$ cat config.mk
export PLATFORM = sky130hd
export DESIGN_NAME = fifo_uart_tx
export DESIGN_NICKNAME = d
export VERILOG_FILES = /design/src/rtl/fifo_uart_tx.sv
export SDC_FILE = /design/constraint.sdc
export NUM_CORES = 1
export LEC_CHECK = 0
export ABC_CLOCK_PERIOD_IN_PS = 2800
export CORE_ASPECT_RATIO = 0.7
export CORE_UTILIZATION = 25
export DETAILED_ROUTE_END_ITERATION = 6
export DONT_BUFFER_PORTS = 1
export SETUP_SLACK_MARGIN = 0.4
export SLEW_MARGIN = 40
export SYNTH_ARGS = -nofsm -noshare
export SYNTH_HDL_FRONTEND = slang
export SYNTH_SLANG_ARGS = --single-unit
$ cat constraint.sdc
create_clock -name clk -period 2.8 [get_ports clk]
set_input_delay 0.84 -clock clk [delete_from_list [all_inputs] [get_ports clk]]
set_output_delay 0.84 -clock clk [all_outputs]
set_load 0.02 [all_outputs]
$ cat src/rtl/fifo_uart_tx.sv
// UART transmitter that drains a first-word-fall-through FIFO, one frame per word.
// Frame: start bit, W data bits LSB first, optional parity bit, STOP_BITS stop bits.
module fifo_uart_tx #(
  parameter int W            = 8,
  parameter int CLKS_PER_BIT = 868,
  parameter int PARITY       = 0,
  parameter int STOP_BITS    = 1
) (
  input  logic         clk,
  input  logic         i_reset,
  input  logic         i_fifo_empty,
  input  logic [W-1:0] i_fifo_data,
  output logic         o_fifo_rd,
  input  logic         i_enable,
  output logic         o_tx,
  output logic         o_busy,
  output logic         o_sent,
  output logic [2:0]   dbg_state
);

  localparam int BW = (CLKS_PER_BIT > 1) ? $clog2(CLKS_PER_BIT) : 1;
  localparam int NW = (W > 1) ? $clog2(W) : 1;
  localparam logic [BW-1:0] BAUD_LAST = BW'(CLKS_PER_BIT - 1);
  localparam logic [NW-1:0] BIT_LAST  = NW'(W - 1);
  localparam logic STOP_LAST = (STOP_BITS == 2);
  localparam logic PAR_ODD   = (PARITY == 2);

  localparam logic [2:0] S_IDLE   = 3'd0;
  localparam logic [2:0] S_START  = 3'd1;
  localparam logic [2:0] S_DATA   = 3'd2;
  localparam logic [2:0] S_PARITY = 3'd3;
  localparam logic [2:0] S_STOP   = 3'd4;

  logic [2:0]    state;
  logic [BW-1:0] baud;
  logic [NW-1:0] bit_cnt;
  logic          stop_cnt;
  logic [W-1:0]  shreg;
  logic          par_bit;
  logic          bit_end;

  // Pop handshake: the head word is valid whenever i_fifo_empty is low; a
  // cycle with o_fifo_rd high both consumes it upstream and latches it here.
  assign o_fifo_rd = (state == S_IDLE) && i_enable && !i_fifo_empty && !i_reset;
  assign o_busy    = (state != S_IDLE);
  assign bit_end   = (baud == BAUD_LAST);
  assign dbg_state = state;

  always_ff @(posedge clk or posedge i_reset) begin
    if (i_reset) begin
      state    <= S_IDLE;
      baud     <= '0;
      bit_cnt  <= '0;
      stop_cnt <= 1'b0;
      shreg    <= '0;
      par_bit  <= 1'b0;
      o_tx     <= 1'b1;
      o_sent   <= 1'b0;
    end else begin
      o_sent <= 1'b0;
      case (state)
        S_IDLE: begin
          if (o_fifo_rd) begin
            shreg   <= i_fifo_data;
            par_bit <= (^i_fifo_data) ^ PAR_ODD;
            baud    <= '0;
            o_tx    <= 1'b0;
            state   <= S_START;
          end
        end
        S_START: begin
          if (bit_end) begin
            baud    <= '0;
            bit_cnt <= '0;
            o_tx    <= shreg[0];
            state   <= S_DATA;
          end else begin
            baud <= baud + 1'b1;
          end
        end
        S_DATA: begin
          if (bit_end) begin
            baud <= '0;
            if (bit_cnt == BIT_LAST) begin
              if (PARITY != 0) begin
                o_tx  <= par_bit;
                state <= S_PARITY;
              end else begin
                o_tx     <= 1'b1;
                stop_cnt <= 1'b0;
                state    <= S_STOP;
              end
            end else begin
              // o_tx is registered, so it takes the bit that becomes LSB after this shift
              bit_cnt <= bit_cnt + 1'b1;
              shreg   <= shreg >> 1;
              o_tx    <= shreg[1];
            end
          end else begin
            baud <= baud + 1'b1;
          end
        end
        S_PARITY: begin
          if (bit_end) begin
            baud     <= '0;
            o_tx     <= 1'b1;
            stop_cnt <= 1'b0;
            state    <= S_STOP;
          end else begin
            baud <= baud + 1'b1;
          end
        end
        S_STOP: begin
          if (bit_end) begin
            baud <= '0;
            if (stop_cnt == STOP_LAST) begin
              o_sent <= 1'b1;
              state  <= S_IDLE;
            end else begin
              stop_cnt <= 1'b1;
            end
          end else begin
            baud <= baud + 1'b1;
          end
        end
        default: begin
          o_tx  <= 1'b1;
          state <= S_IDLE;
        end
      endcase
    end
  end

endmodule

==> qor.csv, run 1 <==
stage;metric;value;unit
cts;clk_pin_slew;0.09;ns
timing;final-setup-viol-count;0;
timing;worst_pin_slew;0.5631;ns
finish;nFillCells;567;
die;dieArea;6089;um^2
drt;highest_layer;met4;
cts;insertion_delay;0.27;ns
timing;fin_tns_setup;0;ns
outcome;status;finished, final reports clean;
global_routing;grt_pass1_vias;1032;
placement;gp_congestion;0.7581;
timing;fin_ws;0.4639;ns
finish;multiInputGateArea;762.0;um^2
drt;wl_met3;107;um
setup_path;cp_max_fo;5;
die;top_level_ports;19;
finish;nets;156;
global_routing;grt_max_degree;27;
setup_path;slowest_stage;or3b_4;
logic_synthesis;yosysUniqueCellTypes;43;
setup_path;path_cells;or3b_4 > nor2_4;
timing;timing.fmax;0.4281;GHz
cts;cts_tree;done;
job;max_cap_viol_count;0;
logic_synthesis;yosysWarnings;0;
logic_synthesis;synth_edf_count;0;
drt;wl_met2;1188;um
logic_synthesis;synth_top_area_share;43.33;%
setup_path;slowest_delay;0.43;ns
setup_path;worst-setup-path-type;primary input to output pin;
cts;htree_levels;1;
timing;slew_violations;0;
timing;relSlewSlack;62.26;%
global_routing;antenna_found_initial;0;
setup_path;rr_worst_depth;6;
drt;vias_per_cell;5.071;
drt;ant_nets;0;
die;die_h;65.59;um
finish;regArea;653.1;um^2
global_routing;overflow;0;
finish;area_growth;13.00;%
die;start_util;26.76;%
cts;cts_buffer_depth;2;
timing;hold_viol;0;
placement;place_ws;0.4390;ns
cts;cts_inserted_buffers;3;
drt;vias;1075;
cts;cts_hold_buf;0;
placement;hpwlAfterDp;2269;um
finish;drive_gt1_share;24.29;%
drt;drc;0;
logic_synthesis;synthTopCellsByArea;dfrtp_1 (43%), mux2_2 (7.0%), mux2_1 (5.5%);
setup_path;setup.worst_path.start_class;primary input;
global_routing;grt_pass1_wl;5264;um
die;die_x;92.84;um
power_and_ir_drop;peakVddDrop;0.2396;mV
global_routing;grtUsageTotal;11.08;%
finish;diodes;0;
setup_path;crit_family;simple AND/OR/NAND/NOR gates;
hold_path;hold_class;primary input to async pin;
drt;drt_first_iter_violations;44;
die;core;5395;um^2
logic_synthesis;synthCells;135;
timing;fin_crit;2.336;ns
timing;finalCritPeriodShare;83.43;%
power_and_ir_drop;power.leakage;0.0006787;uW
drt;drt-pass1-iter-count;4;
logic_synthesis;netlist_area;1444;um^2
drt;met1_length;1763;um
setup_path;worst-path-buf-inv;0;
timing;rsz0062_at_grt;false;
setup_path;regToRegSetupSlack;0.52;ns
drt;wirelength;3086;um
cts;root_buffer;clkbuf_8;
logic_synthesis;synth-seq-cells;26;
logic_synthesis;synthFlopType;dfrtp_1;
logic_synthesis;async_flop_share;100.0;%
setup_path;r2r_end;shreg[4];
die;rows;22;
setup_path;r2r_start;bit_cnt[0];
placement;port_buffers;0;
setup_path;arrival;1.50;ns
logic_synthesis;synth_nets;150;
drt;wire_per_inst;14.56;um
logic_synthesis;yosys.area.top_type;dfrtp_1;
timing;finalClockSkew;0.002926;ns
logic_synthesis;avgSynthCellArea;10.70;um^2
logic_synthesis;yosysSeqAreaShare;45.15;%
power_and_ir_drop;powerDensity;394.2;nW/um^2
cts;cts_num_sinks;26;
setup_path;required;1.96;ns
setup_path;cp-end-kind;output pin;
## stage by stage
step	hold WS [ns]	utilization [%]	std cells	total power [uW]	instance area [um^2]
floorplan	0.4585	-	135	401.9	1464
global placement	0.4695	29.08	208	405.1	1569
detailed placement	0.4783	29.08	208	405.8	1569
CTS	0.5003	30.22	212	650.0	1630
global route	0.5184	30.24	212	670.1	1632
finish	0.4958	30.24	212	643.2	1632
## synth_stat cells (2+ instances only)
cell and instances:
dfrtp_1 25, mux2_2 9, inv_1 7, mux2_1 7
o21ai_0 7, nor2_1 6, a21oi_1 5, a31oi_1 5
nand2_1 5, nor3_1 5, a22o_1 4, clkbuf_1 4
nand2b_1 4, nand3_1 4, and3_1 3, ha_1 3
nand4_1 3, nor3_2 2, o21a_1 2, or4_1 2
## kinds of logic after synthesis
group                    count (synthesis)  share of synthesized area (%)
AO/OA/AOI/OAI                           33                          15.94
AND/OR/NAND/NOR                         44                          19.93
multiplexers                            17                          13.17
flip-flops                              26                          45.15
buffers and inverters                   12                          3.206
adder cells (fa/ha/maj)                  3                          2.600
## layout by cell type, fill, tap and decap left out, types with 2 or more instances in the layout
master    count
nor3_1        5
a22o_1        4
nand2_1       5
nor2_1        5
a31oi_1       5
buf_4         6
nand2b_1      4
ha_1          3
mux2_2        9
or4_1         2
clkbuf_8      4
o21a_1        2
nand3_1       4
o21ai_0       7
mux2_1        7
dfrtp_1      24
and3_1        3
a21oi_1       5
nand4_1       3
inv_1         6
## area by class of cell
class	count	area share [%]
clock buffer	4	3.374
inverter	7	1.610
multi-input combinational	97	46.70
sequential	26	40.03
tap	72	5.521
timing repair buffer	6	2.761
## worst max-delay path by stage
stage	start	endpoint	slack [ns]	cells after the start
6_report	i_fifo_empty	o_fifo_rd	0.46	2
5_1_grt	bit_cnt[0]	shreg[1]	0.41	6
4_1_cts	dbg_state[2]	o_fifo_rd	0.43	3
3_5_place_dp	i_fifo_empty	o_fifo_rd	0.44	2
3_3_place_gp	i_fifo_empty	o_fifo_rd	0.44	2
2_1_floorplan	i_fifo_empty	o_fifo_rd	0.40	3
## timing repair
item | 4_1_cts | 5_1_grt
pin swaps | 0 | 1
setup endpoints to repair | 1 | 1
buffers inserted | 0 | 0
gates resized for setup | 1 | 2
## where the power goes
group / total, uW / switching (uW) / internal [uW]
Clock: 245 / 120 / 126
Combinational: 18.2 / 10.6 / 7.57
Sequential: 379 / 1.38 / 378
## state kept, by name, indices dropped and copies added (netlist names)
register   flops
o_tx           1
dbg_state      3
baud          10
bit_cnt        3
shreg          8
o_sent         1
## layer usage
layer,vias up,GRT usage [%]
li1,526,-
met1,527,17.38
met2,20,14.80
met3,2,2.083
met4,0,3.462
met5,-,0
Power figures use the tool's default switching activity.
==> run 2, diff against run 1 <==
--- a/config.mk
+++ b/config.mk
@@ -5,7 +5,7 @@
 export SDC_FILE = /design/constraint.sdc
 export NUM_CORES = 1
 export LEC_CHECK = 0
-export ABC_CLOCK_PERIOD_IN_PS = 2800
+export ABC_CLOCK_PERIOD_IN_PS = 2000
 export CORE_ASPECT_RATIO = 0.7
 export CORE_UTILIZATION = 25
 export DETAILED_ROUTE_END_ITERATION = 6
==> constraint.sdc (replaced) <==
create_clock -name clk -period 2 [get_ports clk]
set_input_delay 0.6 -clock clk [delete_from_list [all_inputs] [get_ports clk]]
set_output_delay 0.6 -clock clk [all_outputs]
set_load 0.02 [all_outputs]
==> run 2 against run 1 <==
The flow now finishes with violations (setup timing). Routed wire length up 25%. Design area up 32%. Die area unchanged. Worst hold slack worse by 0.23 ns. Clock-buffer cell count down 1. First-iteration DRC count up 120%. Setup slack worse by 0.50 ns. Global-route usage up 2.6 points.
==> qor.csv, run 2 (same netlist as run 1, synthesis figures left out) <==
stage;metric;value;unit
outcome;status;complete, but fails checks;
outcome;failed_checks;setup timing;
timing;timing.fmax;0.4920;GHz
global_routing;antenna_found_initial;0;
power_and_ir_drop;peakVddDrop;0.3440;mV
die;core;5395;um^2
cts;root_buffer;clkbuf_8;
timing;final-setup-viol-count;7;
drt;drt_first_iter_violations;96;
finish;final_common_cell;buf_4;
finish;stdcell_count;245;
die;dieArea;6089;um^2
die;top_level_ports;19;
setup_path;r2r_end;shreg[0];
timing;hold_ws;0.2658;ns
global_routing;grt_pass1_vias;1238;
drt;drc;0;
setup_path;arrival;2.20;ns
die;die_x;92.84;um
timing;relSlewSlack;72.38;%
timing;fin_crit;2.033;ns
die;die_h;65.59;um
cts;cts_num_sinks;26;
placement;port_buffers;0;
setup_path;worst-path-buf-inv;0;
finish;drive_gt1_share;55.49;%
finish;most-common-layout-cells;buf_4 (24), dfrtp_1 (22), buf_6 (15);
setup_path;worst-setup-path-type;flop to flop;
timing;rsz0062_at_grt;true;
setup_path;crit_family;simple AND/OR/NAND/NOR gates;
finish;area_growth;48.61;%
finish;nFillCells;552;
setup_path;regToRegSetupSlack;-0.03;ns
finish;fin_util;39.77;%
setup_path;slowest_delay;0.49;ns
global_routing;grtUsageTotal;13.67;%
placement;place_inst;219;
cts;htree_levels;1;
placement;place_ws;-0.04356;ns
finish;largest_reg_flops;10;
timing;finalCritPeriodShare;101.6;%
setup_path;cp-end-kind;flop;
setup_path;slowest_stage;or4b_4;
setup_path;r2r_start;bit_cnt[0];
placement;gp_congestion;0.7656;
cts;cts_tree;done;
hold_path;hold_class;primary input to async pin;
timing;slew_violations;0;
die;rows;22;
finish;nets;189;
finish;registers.top_by_ff_count;baud;
cts;cts_buffer_depth;2;
timing;hold_viol;0;
setup_path;setup.worst_path.start_class;flop;
power_and_ir_drop;power.leakage;0.0009066;uW
drt;wirelength;3856;um
cts;insertion_delay;0.27;ns
power_and_ir_drop;powerDensity;469.9;nW/um^2
timing;fin_tns_setup;-0.2239;ns
cts;cts_hold_buf;0;
setup_path;rr_worst_depth;6;
setup_path;cp_max_fo;8;
cts;cts_inserted_buffers;3;
cts;clk_pin_slew;0.10;ns
drt;vias;1267;
global_routing;grt_max_degree;27;
drt;drt-pass1-iter-count;4;
setup_path;required;2.17;ns
timing;fin_ws;-0.03257;ns
placement;hpwlAfterDp;2467;um
job;max_cap_viol_count;0;
finish;top_regs;baud: 10 flops, shreg: 8 flops;
die;start_util;26.76;%
drt;vias_per_cell;5.171;
global_routing;overflow;0;
drt;wire_per_inst;15.74;um
setup_path;path_cells;ha_2 > ha_4 > or4b_4 > nor4_4 > nor2_4 > mux2_4;
finish;diodes;0;
timing;finalClockSkew;0.001483;ns
drt;ant_nets;0;
global_routing;grt_pass1_wl;6334;um
timing;worst_pin_slew;0.4130;ns
## run 2: changes by cell type in the layout (fill, tap and decap cells not counted), sizes merged
cell,change
bufinv,+1
buf,+33
clkbuf,-1
## run 2: worst max-delay path by stage
stage,startpoint,to,slack (ns),cells after the start
after floorplan,bit_cnt[0],shreg[0],-0.0001,6
after global placement,bit_cnt[0],shreg[0],0.007,6
after detailed placement,bit_cnt[0],shreg[0],-0.04,6
after CTS,bit_cnt[0],shreg[1],-0.05,6
after global routing,bit_cnt[0],shreg[1],-0.13,6
final,bit_cnt[0],shreg[0],-0.03,6
## run 2: final cells by class
| cell class | count | area [um^2] | area share (%) |
|---|---|---|---|
| multi-input combinational | 97 | 953.4 | 44.43 |
| sequential | 26 | 655.6 | 30.55 |
| timing repair buffer | 39 | 349.1 | 16.27 |
| tap | 72 | 90.09 | 4.198 |
| clock buffer | 3 | 41.29 | 1.924 |
| clock inverter | 1 | 30.03 | 1.399 |
| inverter | 7 | 26.28 | 1.224 |
## run 2: where the power goes
group,total [uW],internal (uW),leakage (uW),switching [uW]
Sequential,532,529,0.000329,2.42
Combinational,30.5,14.5,0.000542,16.0
Clock,446,268,0.0000357,178
## run 2: metrics by stage
stage / total power (uW) / cell area [um^2]
global route: 1035 / 2146
detailed placement: 573.2 / 1738
floorplan: 566.0 / 1583
CTS: 1015 / 2061
finish: 1008 / 2146
global placement: 572.5 / 1738
## run 2: layer usage
metal	track usage, %	up-vias	share of wire (%)	wire [um]
met1	20.93	635	51	1973
met5	0	-	0	0
li1	-	589	-	-
met4	1.923	0	0.70	27
met3	3.588	4	6.6	255
met2	19.30	39	41	1600
## run 2: worst reg2reg max path, delay by kind of cell (launching register included)
kind / cells / cell delay (ns)
simple gates: 3 / 0.84
flops: 1 / 0.40
fa+ha+maj: 2 / 0.37
mux: 1 / 0.31
## run 2: repair_timing
item / 4_1_cts / 5_1_grt
pin swaps: 10 / 12
gates resized for setup: 30 / 10
cloned: 1 / 0
buffers inserted: 15 / 6
setup endpoints to repair: 24 / 28
